[config.mk]
export PLATFORM = sky130hd
export DESIGN_NAME = io_input_port_flat
export DESIGN_NICKNAME = d
export VERILOG_FILES = /design/src/rtl/io_input_port_if.sv /design/src/rtl/io_input_port.sv /design/src/flat_wrapper.sv
export SDC_FILE = /design/constraint.sdc
export NUM_CORES = 1
export LEC_CHECK = 0
export ABC_AREA = 1
export CORE_UTILIZATION = 34
export CTS_CLUSTER_SIZE = 16
export DETAILED_ROUTE_END_ITERATION = 8
export GPL_ROUTABILITY_DRIVEN = 0
export GPL_TIMING_DRIVEN = 0
export PLACE_DENSITY_LB_ADDON = 0.08
export SYNTH_ARGS = -nofsm -noshare
export SYNTH_HDL_FRONTEND = slang
export SYNTH_SLANG_ARGS = --single-unit
[constraint.sdc]
create_clock -name clock -period 1.9 [get_ports clock]
set_input_delay 0.285 -clock clock [delete_from_list [all_inputs] [get_ports clock]]
set_output_delay 0.285 -clock clock [all_outputs]
set_load 0.01 [all_outputs]
[src/rtl/io_input_port_if.sv]
// CPU-side read bus for the memory-mapped switch input port.
interface io_input_port_if;
    localparam int unsigned ADDR_W = 32;
    localparam int unsigned DATA_W = 32;

    logic              rd_en;
    logic [ADDR_W-1:0] addr;
    logic [DATA_W-1:0] io_read_data;
    logic              rd_valid;

    modport master (output rd_en, output addr, input io_read_data, input rd_valid);
    modport slave  (input rd_en, input addr, output io_read_data, output rd_valid);
endinterface

[src/rtl/io_input_port.sv]
// Switch input peripheral: 2-flop sync, per-port debounce with change flags,
// and a registered read port decoded at I/O addresses 0x80-0x8C.
module io_input_port #(
    parameter int unsigned IN_W      = 4,
    parameter int unsigned DB_CYCLES = 4,
    parameter int unsigned CNT_W     = 20
) (
    input  logic            clock,
    input  logic            reset,
    input  logic [IN_W-1:0] in_port0,
    input  logic [IN_W-1:0] in_port1,
    io_input_port_if.slave  bus,
    output logic [IN_W-1:0] stable0,
    output logic [IN_W-1:0] stable1,
    output logic            change_irq
);
    localparam int unsigned NPORT  = 2;
    localparam int unsigned DATA_W = 32;
    localparam logic [CNT_W-1:0] CNT_MAX = CNT_W'(DB_CYCLES - 1);

    logic [IN_W-1:0]  raw      [NPORT];
    logic [IN_W-1:0]  meta_q   [NPORT];
    logic [IN_W-1:0]  sync_q   [NPORT];
    logic [IN_W-1:0]  stable_q [NPORT];
    logic [CNT_W-1:0] cnt_q    [NPORT];
    logic [NPORT-1:0] flag_q;

    logic [NPORT-1:0]  accept_c;
    logic [NPORT-1:0]  clr_c;
    logic [DATA_W-1:0] rd_data_c;
    logic              rd_hit_c;

    assign raw[0]     = in_port0;
    assign raw[1]     = in_port1;
    assign stable0    = stable_q[0];
    assign stable1    = stable_q[1];
    assign change_irq = |flag_q;

    // Read decode from pre-edge state; unmapped reads return zero.
    always_comb begin
        accept_c  = '0;
        clr_c     = '0;
        rd_data_c = '0;
        rd_hit_c  = bus.rd_en && bus.addr[7];
        for (int p = 0; p < NPORT; p++) begin
            accept_c[p] = (sync_q[p] != stable_q[p]) && (cnt_q[p] == CNT_MAX);
        end
        if (rd_hit_c) begin
            unique case (bus.addr[3:2])
                2'd0: begin
                    rd_data_c = DATA_W'(stable_q[0]);
                    clr_c     = 2'b01;
                end
                2'd1: begin
                    rd_data_c = DATA_W'(stable_q[1]);
                    clr_c     = 2'b10;
                end
                2'd2: rd_data_c = DATA_W'(flag_q);
                default: begin
                    rd_data_c = DATA_W'({stable_q[1], stable_q[0]});
                    clr_c     = 2'b11;
                end
            endcase
        end
    end

    // Debounce compares only against stable, so a third value keeps counting.
    always_ff @(posedge clock) begin
        if (reset) begin
            for (int p = 0; p < NPORT; p++) begin
                meta_q[p]   <= '0;
                sync_q[p]   <= '0;
                stable_q[p] <= '0;
                cnt_q[p]    <= '0;
            end
            flag_q           <= '0;
            bus.io_read_data <= '0;
            bus.rd_valid     <= 1'b0;
        end else begin
            for (int p = 0; p < NPORT; p++) begin
                meta_q[p] <= raw[p];
                sync_q[p] <= meta_q[p];
                if (sync_q[p] == stable_q[p]) begin
                    cnt_q[p] <= '0;
                end else if (cnt_q[p] == CNT_MAX) begin
                    stable_q[p] <= sync_q[p];
                    cnt_q[p]    <= '0;
                end else begin
                    cnt_q[p] <= cnt_q[p] + CNT_W'(1);
                end
            end
            // A set on the same edge as a read-clear wins.
            flag_q <= (flag_q & ~clr_c) | accept_c;
            if (bus.rd_en) begin
                bus.io_read_data <= rd_data_c;
                bus.rd_valid     <= 1'b1;
            end else begin
                bus.rd_valid <= 1'b0;
            end
        end
    end
endmodule
[src/flat_wrapper.sv]
// flat-port wrapper written by rule: the top's interface ports become plain ports
module io_input_port_flat 
#(
    parameter int unsigned IN_W      = 4,
    parameter int unsigned DB_CYCLES = 4,
    parameter int unsigned CNT_W     = 20
)
  (clock, reset, in_port0, in_port1, stable0, stable1, change_irq, bus_rd_en, bus_addr, bus_io_read_data, bus_rd_valid);
  io_input_port_if bus_i ();
  input  logic clock;
  input  logic reset;
  input  logic [IN_W-1:0] in_port0;
  input  logic [IN_W-1:0] in_port1;
  output logic [IN_W-1:0] stable0;
  output logic [IN_W-1:0] stable1;
  output logic change_irq;
  input wire logic [$bits(bus_i.rd_en)-1:0] bus_rd_en;
  input wire logic [$bits(bus_i.addr)-1:0] bus_addr;
  output wire logic [$bits(bus_i.io_read_data)-1:0] bus_io_read_data;
  output wire logic [$bits(bus_i.rd_valid)-1:0] bus_rd_valid;
  assign bus_i.rd_en = bus_rd_en;
  assign bus_i.addr = bus_addr;
  assign bus_io_read_data = bus_i.io_read_data;
  assign bus_rd_valid = bus_i.rd_valid;
  io_input_port #(.IN_W(IN_W), .DB_CYCLES(DB_CYCLES), .CNT_W(CNT_W)) u_core (.clock(clock), .reset(reset), .in_port0(in_port0), .in_port1(in_port1), .bus(bus_i), .stable0(stable0), .stable1(stable1), .change_irq(change_irq));
endmodule
==> results of run 1 <==
==> through the flow <==
step	total power, uW	TNS (ps)
6_report	3970	0
5_1_grt	4170	-27.0
4_1_cts	4020	0
3_5_place_dp	2320	-331
3_3_place_gp	2320	0
2_1_floorplan	2210	0
==> worst max-delay path, cell delays in order (launching register included) <==
cell	delay, ps
edfxtp_1	410
ha_2	270
nand2_2	80
nor2_2	130
nand3_2	90
nor2_4	180
inv_2	50
nand3_2	80
buf_6	180
nor2_2	50
==> state kept, by name (all words and copies together), names as in the netlist <==
| signal | flops |
|---|---|
| u_core.bus.io_read_data | 8 |
| u_core.sync_q | 8 |
| u_core.stable_q | 8 |
| u_core.cnt_q | 40 |
| u_core.bus.rd_valid | 1 |
| u_core.meta_q | 8 |
| u_core.flag_q | 2 |
==> layout make-up <==
class                      count  area [um2]
fill                        1163        6450
sequential                    75        1980
multi-input combinational    388        1900
timing repair buffer          33         323
clock buffer                   9         225
buffer                        31         225
inverter                      56         210
tap                          143         179
clock inverter                 7        66.3
==> logic make-up after synthesis <==
logic type / after synthesis / share of synthesized area
xor+xnor: 27 / 0.0581
fa+ha+maj: 6 / 0.0184
simple gates: 250 / 0.273
flops: 75 / 0.487
other cells: 2 / 0.00184
buf+inv: 87 / 0.107
compound gates: 41 / 0.0547
==> power by group <==
part	switching, uW	internal [uW]	total [uW]
combinational	218	170	388
clock	748	924	1670
sequential	79.3	1830	1910
total	1050	2920	3970
==> per-layer routing <==
| metal | vias to the layer above | GRT usage | wire, um |
|---|---|---|---|
| li1 | 1688 | - | - |
| met1 | 1409 | 0.176 | 3820 |
| met2 | 42 | 0.237 | 3800 |
| met3 | 5 | 0.0463 | 262 |
| met4 | 0 | 0.0450 | 73 |
| met5 | - | 0 | 0 |
==> how the worst max path moves through the flow <==
stage / end / slack (ps) / depth (start not counted)
2_1_floorplan: u_core.cnt_q[0][10]$_SDFFCE_PN0P_ / 250 / 9
3_3_place_gp: u_core.cnt_q[0][9]$_SDFFCE_PN0P_ / 9 / 9
3_5_place_dp: u_core.cnt_q[0][10]$_SDFFCE_PN0P_ / -30 / 9
4_1_cts: u_core.stable_q[0][7]$_SDFFCE_PN0P_ / 5 / 7
5_1_grt: u_core.cnt_q[0][10]$_SDFFCE_PN0P_ / -9 / 9
6_report: u_core.cnt_q[0][10]$_SDFFCE_PN0P_ / 130 / 9
==> timing repair <==
item | CTS | global route
buffers inserted | 0 | 3
resized for setup | 1 | 4
setup endpoints to repair | 20 | 29
==> placed cells by master, fill, tap and decap left out, drive strengths merged <==
master         Yosys  layout
dfxtp             27      27
nor2             108     108
nand4              6       6
clkdlybuf4s50      0      30
xnor2             10      10
nand2             92      92
or2                7       7
a22oi              4       4
nand3             29      29
clkinv             1       2
conb               2      64
clkbuf             0       9
buf               31      34
nand3b             4       4
nor3               4       4
xor2              17      17
a21oi             30      30
o21ai              7       7
ha                 6       6
edfxtp            48      48
inv               55      61
==> impl_metrics.csv, run 1 <==
group,metric,value,unit
worst_hold_path,hold_path_depth,2,
global_routing,grt_pass1_wl,14000,um
final_layout,fin_cells,742,
power,power.density,776,nW/um2
sta,slew_violations,0,
final_layout,num_antenna_cells,0,
critical_path,r2r_slack,130,ps
clock_network,clock-sinks,75,
final_layout,finalInstanceArea,5110,um2
global_routing,antenna_found_initial,0,
critical_path,rr_endpoint,"u_core.cnt_q[0][10]$_SDFFCE_PN0P_",
logic_synthesis,synth_area_leaders,"edfxtp_1 (35%), dfxtp_1 (13%), nor2_1 (8.8%)",
critical_path,timing_worst_setup_path_type,"flop to flop",
logic_synthesis,synth_flop_cell,"edfxtp_1",
detailed_routing,vias,3144,
global_routing,first_global_vias,3095,
final_layout,area_delta_synth_final,25.6,%
clock_network,cts_buffers,9,
critical_path,critical_path.max_fanout,10,
clock_network,hold_buffers,0,
worst_hold_path,hp-class,"primary input to flop",
logic_synthesis,synthCells,488,
job,cap_viol_max_count,0,
logic_synthesis,yosysUniqueCellTypes,32,
worst_hold_path,hold_start,"reset",
logic_synthesis,yosys_warnings,0,
placement,hpwlAfterDp,6110,um
final_layout,post-route-util,0.442,
worst_hold_path,min_to,"u_core.bus.io_read_data[1]$_SDFFE_PP0P_",
sta,whs,260,ps
clock_network,clk_latency,340,ps
logic_synthesis,synth_top_cell_by_area,"edfxtp_1",
sta,finalHoldViolCount,0,
floorplanning,die_width,111,um
logic_synthesis,async_flop_share,0,
sta,fin_ws,130,ps
power,ir_drop,0.000562,V
logic_synthesis,yosysMostFrequentCell,"nor2_1",
detailed_routing,drtIter0Drc,193,
detailed_routing,drcViolationCount,8,
clock_network,htreeDepth,3,
final_layout,nets,643,
clock_network,clockRootBuffer,"clkbuf_16",
logic_synthesis,seq_area_frac_synth,0.487,
floorplanning,fp-row-count,39,
sta,fin_skew,8.37,ps
detailed_routing,wl,7950,um
logic_synthesis,synthesis.area,4070,um2
sta,finalCriticalPeriod,1770,ps
placement,placed_cell_area,4780,um2
placement,numPortBuffers,30,
sta,finalSetupViolCount,0,
critical_path,r2r_cells,9,
final_layout,drive_gt1_frac,0.134,
power,p_leak,0.00213,uW
critical_path,crit-reg2reg-launch,"u_core.cnt_q[0][0]$_SDFFCE_PN0P_",
detailed_routing,via_per_inst,4.24,
sta,max_freq,0.565,GHz
critical_path,cp-end-kind,"flop",
logic_synthesis,synth-edff-count,48,
clock_network,cts_tree,"built",
detailed_routing,ant_nets,0,
critical_path,crit_start,"u_core.cnt_q[0][0]$_SDFFCE_PN0P_",
logic_synthesis,synth-seq-cells,75,
run_status,failed_checks,"DRC",
global_routing,grt_max_degree,17,
critical_path,crit_arrival,1860,ps
global_routing,overflow,0,
placement,dp_slack,-34.7,ps
floorplanning,die_area,12400,um2
critical_path,required,1990,ps
global_routing,grt_usage,0.143,
logic_synthesis,synth_top_area_frac,0.354,
floorplanning,ios,85,
detailed_routing,wl_per_cell,10.7,um
critical_path,startpoint_type,"flop",
floorplanning,die_y,111,um
run_status,outcome,"complete, but fails checks",
logic_synthesis,synth_common_cells,"nor2_1 (95), nand2_1 (90), inv_1 (53)",
floorplanning,initial_core_util,0.352,
floorplanning,core_area,11600,um2
placement,place_inst,723,
logic_synthesis,avgSynthCellArea,8.34,um2
detailed_routing,drt_first_pass_iters,6,
clock_network,path_clk_slew,60,ps
clock_network,cts.path.max_buffers,2,
sta,fin_crit_sh,0.931,
Note: power is estimated with default switching activity, not from simulation.
==> run 2, diff against run 1 <==
Settings changed: CORE_MARGIN set to 2, MAX_ROUTING_LAYER set to met4, PLACE_DENSITY_LB_ADDON 0.08 to not set.
==> impl_metrics.csv, run 2 (same netlist as run 1, synthesis figures left out) <==
group,metric,value,unit
run_status,outcome,"completed",
detailed_routing,vias,3147,
final_layout,drive_gt1_frac,0.129,
sta,slew_violations,0,
worst_hold_path,hold_start,"reset",
critical_path,required,1940,ps
sta,fin_crit_sh,0.930,
floorplanning,die_y,113,um
clock_network,cts_buffers,9,
power,ir_drop,0.000580,V
floorplanning,initial_core_util,0.352,
critical_path,timing_worst_setup_path_type,"flop to flop",
clock_network,path_clk_slew,60,ps
final_layout,area_delta_synth_final,25.9,%
clock_network,cts.path.max_buffers,2,
clock_network,clk_latency,330,ps
floorplanning,ios,85,
critical_path,critical_path.max_fanout,10,
final_layout,multi_input_area,1900,um2
critical_path,cp-end-kind,"flop",
floorplanning,fp-row-count,39,
clock_network,hold_buffers,0,
global_routing,first_global_vias,2940,
floorplanning,die_width,113,um
detailed_routing,drtIter0Drc,161,
sta,fin_tns_setup,0,ps
sta,finalCriticalPeriod,1770,ps
global_routing,grt_usage,0.130,
critical_path,crit_arrival,1810,ps
global_routing,grt_pass1_wl,13200,um
global_routing,antenna_found_initial,0,
final_layout,final_cell_mix,"nor2_1 (95), nand2_1 (89), conb_1 (64)",
global_routing,overflow,0,
worst_hold_path,hold_path_depth,2,
critical_path,critPathBufInv,0,
critical_path,cpPeakStageDelay,390,ps
sta,max_freq,0.566,GHz
sta,grt_setup_unrepaired,"no",
final_layout,num_antenna_cells,0,
global_routing,grt_max_degree,17,
clock_network,clockRootBuffer,"clkbuf_16",
final_layout,final_common_cell,"nor2_1",
critical_path,cpLargestDelayFamily,"simple AND/OR/NAND/NOR gates",
power,p_leak,0.00213,uW
final_layout,seqCellArea,1980,um2
clock_network,cts_tree,"built",
floorplanning,core_area,11600,um2
detailed_routing,ant_nets,0,
final_layout,fin_cells,740,
detailed_routing,wl,7610,um
placement,place_inst,723,
sta,finalSetupViolCount,0,
placement,numPortBuffers,30,
worst_hold_path,min_to,"u_core.bus.io_read_data[0]$_SDFFE_PP0P_",
detailed_routing,drt_first_pass_iters,4,
critical_path,r2r_cells,7,
worst_hold_path,hp-class,"primary input to flop",
critical_path,r2r_slack,130,ps
critical_path,crit-reg2reg-launch,"u_core.cnt_q[1][0]$_SDFFCE_PN0P_",
final_layout,nets,641,
clock_network,clock-sinks,75,
critical_path,cp_slowest_cell,"edfxtp_1",
power,power.density,797,nW/um2
final_layout,top_register,"u_core.cnt_q",
critical_path,path_common_cell,"nor2_1",
critical_path,rr_endpoint,"u_core.stable_q[0][4]$_SDFFCE_PN0P_",
critical_path,crit_chain,"ha_2, nand3_1, nor2_1, nand2_1, nor2_1, nand3_4, nand2_2",
detailed_routing,drcViolationCount,0,
critical_path,startpoint_type,"flop",
placement,hpwlAfterDp,5910,um
job,cap_viol_max_count,0,
floorplanning,die_area,12900,um2
final_layout,largest_reg_flops,40,
final_layout,fill_cells,1149,
sta,fin_skew,5.59,ps
sta,finalHoldViolCount,0,
clock_network,htreeDepth,3,
detailed_routing,via_per_inst,4.25,
detailed_routing,wl_per_cell,10.3,um
sta,whs,267,ps
## run 2: changes by cell type in the layout (fill, tap and decap cells not counted), sizes merged
cell    before  now
bufinv       0    1
clkinv       2    4
inv         61   58
buf         34   32
## run 2: stage by stage
step | total power, uW | instance area, um2 | util | setup WS [ps]
after detailed placement | 2320 | 4780 | 0.414 | -1.16
after global routing | 4280 | 5130 | 0.443 | 20.9
after CTS | 4120 | 5110 | 0.442 | 43.0
after global placement | 2310 | 4780 | 0.414 | 30.8
after floorplan | 2210 | 4300 | - | 249
final | 4080 | 5130 | 0.443 | 133
## run 2: worst reg2reg max path, stage by stage, from the launching register on
cell,delay (ps)
edfxtp_1,390
ha_2,240
nand3_1,80
nor2_1,180
nand2_1,80
nor2_1,180
nand3_4,170
nand2_2,150
## run 2: power breakdown
part / leakage (uW) / internal, uW / switching [uW] / total [uW]
combinational: 0.00126 / 166 / 216 / 383
clock: 0.000157 / 1060 / 736 / 1790
sequential: 0.000714 / 1830 / 80.0 / 1910
## run 2: final cells by class
type | count | area share
clock inverters | 7 | 0.0186
repair buffers | 31 | 0.0600
well taps | 143 | 0.0349
plain buffers | 31 | 0.0439
flip-flops and latches | 75 | 0.387
multi-input cells | 388 | 0.371
inverters | 56 | 0.0410
clock buffers | 9 | 0.0439
## run 2: worst max path at each step
| stage | depth (start not counted) | endpoint | startpoint | slack (ps) |
|---|---|---|---|---|
| after floorplan | 9 | u_core.cnt_q[0][10]$_SDFFCE_PN0P_ | u_core.cnt_q[0][0]$_SDFFCE_PN0P_ | 250 |
| after global placement | 7 | u_core.stable_q[0][6]$_SDFFCE_PN0P_ | u_core.cnt_q[1][0]$_SDFFCE_PN0P_ | 30 |
| after detailed placement | 7 | u_core.stable_q[0][7]$_SDFFCE_PN0P_ | u_core.cnt_q[1][0]$_SDFFCE_PN0P_ | -1 |
| after CTS | 7 | u_core.stable_q[0][4]$_SDFFCE_PN0P_ | u_core.cnt_q[1][0]$_SDFFCE_PN0P_ | 40 |
| after global routing | 7 | u_core.stable_q[0][4]$_SDFFCE_PN0P_ | u_core.cnt_q[1][0]$_SDFFCE_PN0P_ | 20 |
| final | 7 | u_core.stable_q[0][4]$_SDFFCE_PN0P_ | u_core.cnt_q[1][0]$_SDFFCE_PN0P_ | 130 |
## run 2: timing repair
| action | 4_1_cts | 5_1_grt |
|---|---|---|
| setup endpoints to repair | 4 | 25 |
| setup buffers | 0 | 1 |
| gates resized for setup | 1 | 3 |
| pin swaps | 0 | 0 |
## run 2: metal layers
metal,part of all wire,GRT usage
met5,0,-
met4,0.012,0.0504
met3,0.026,0.0223
met2,0.48,0.215
met1,0.48,0.160
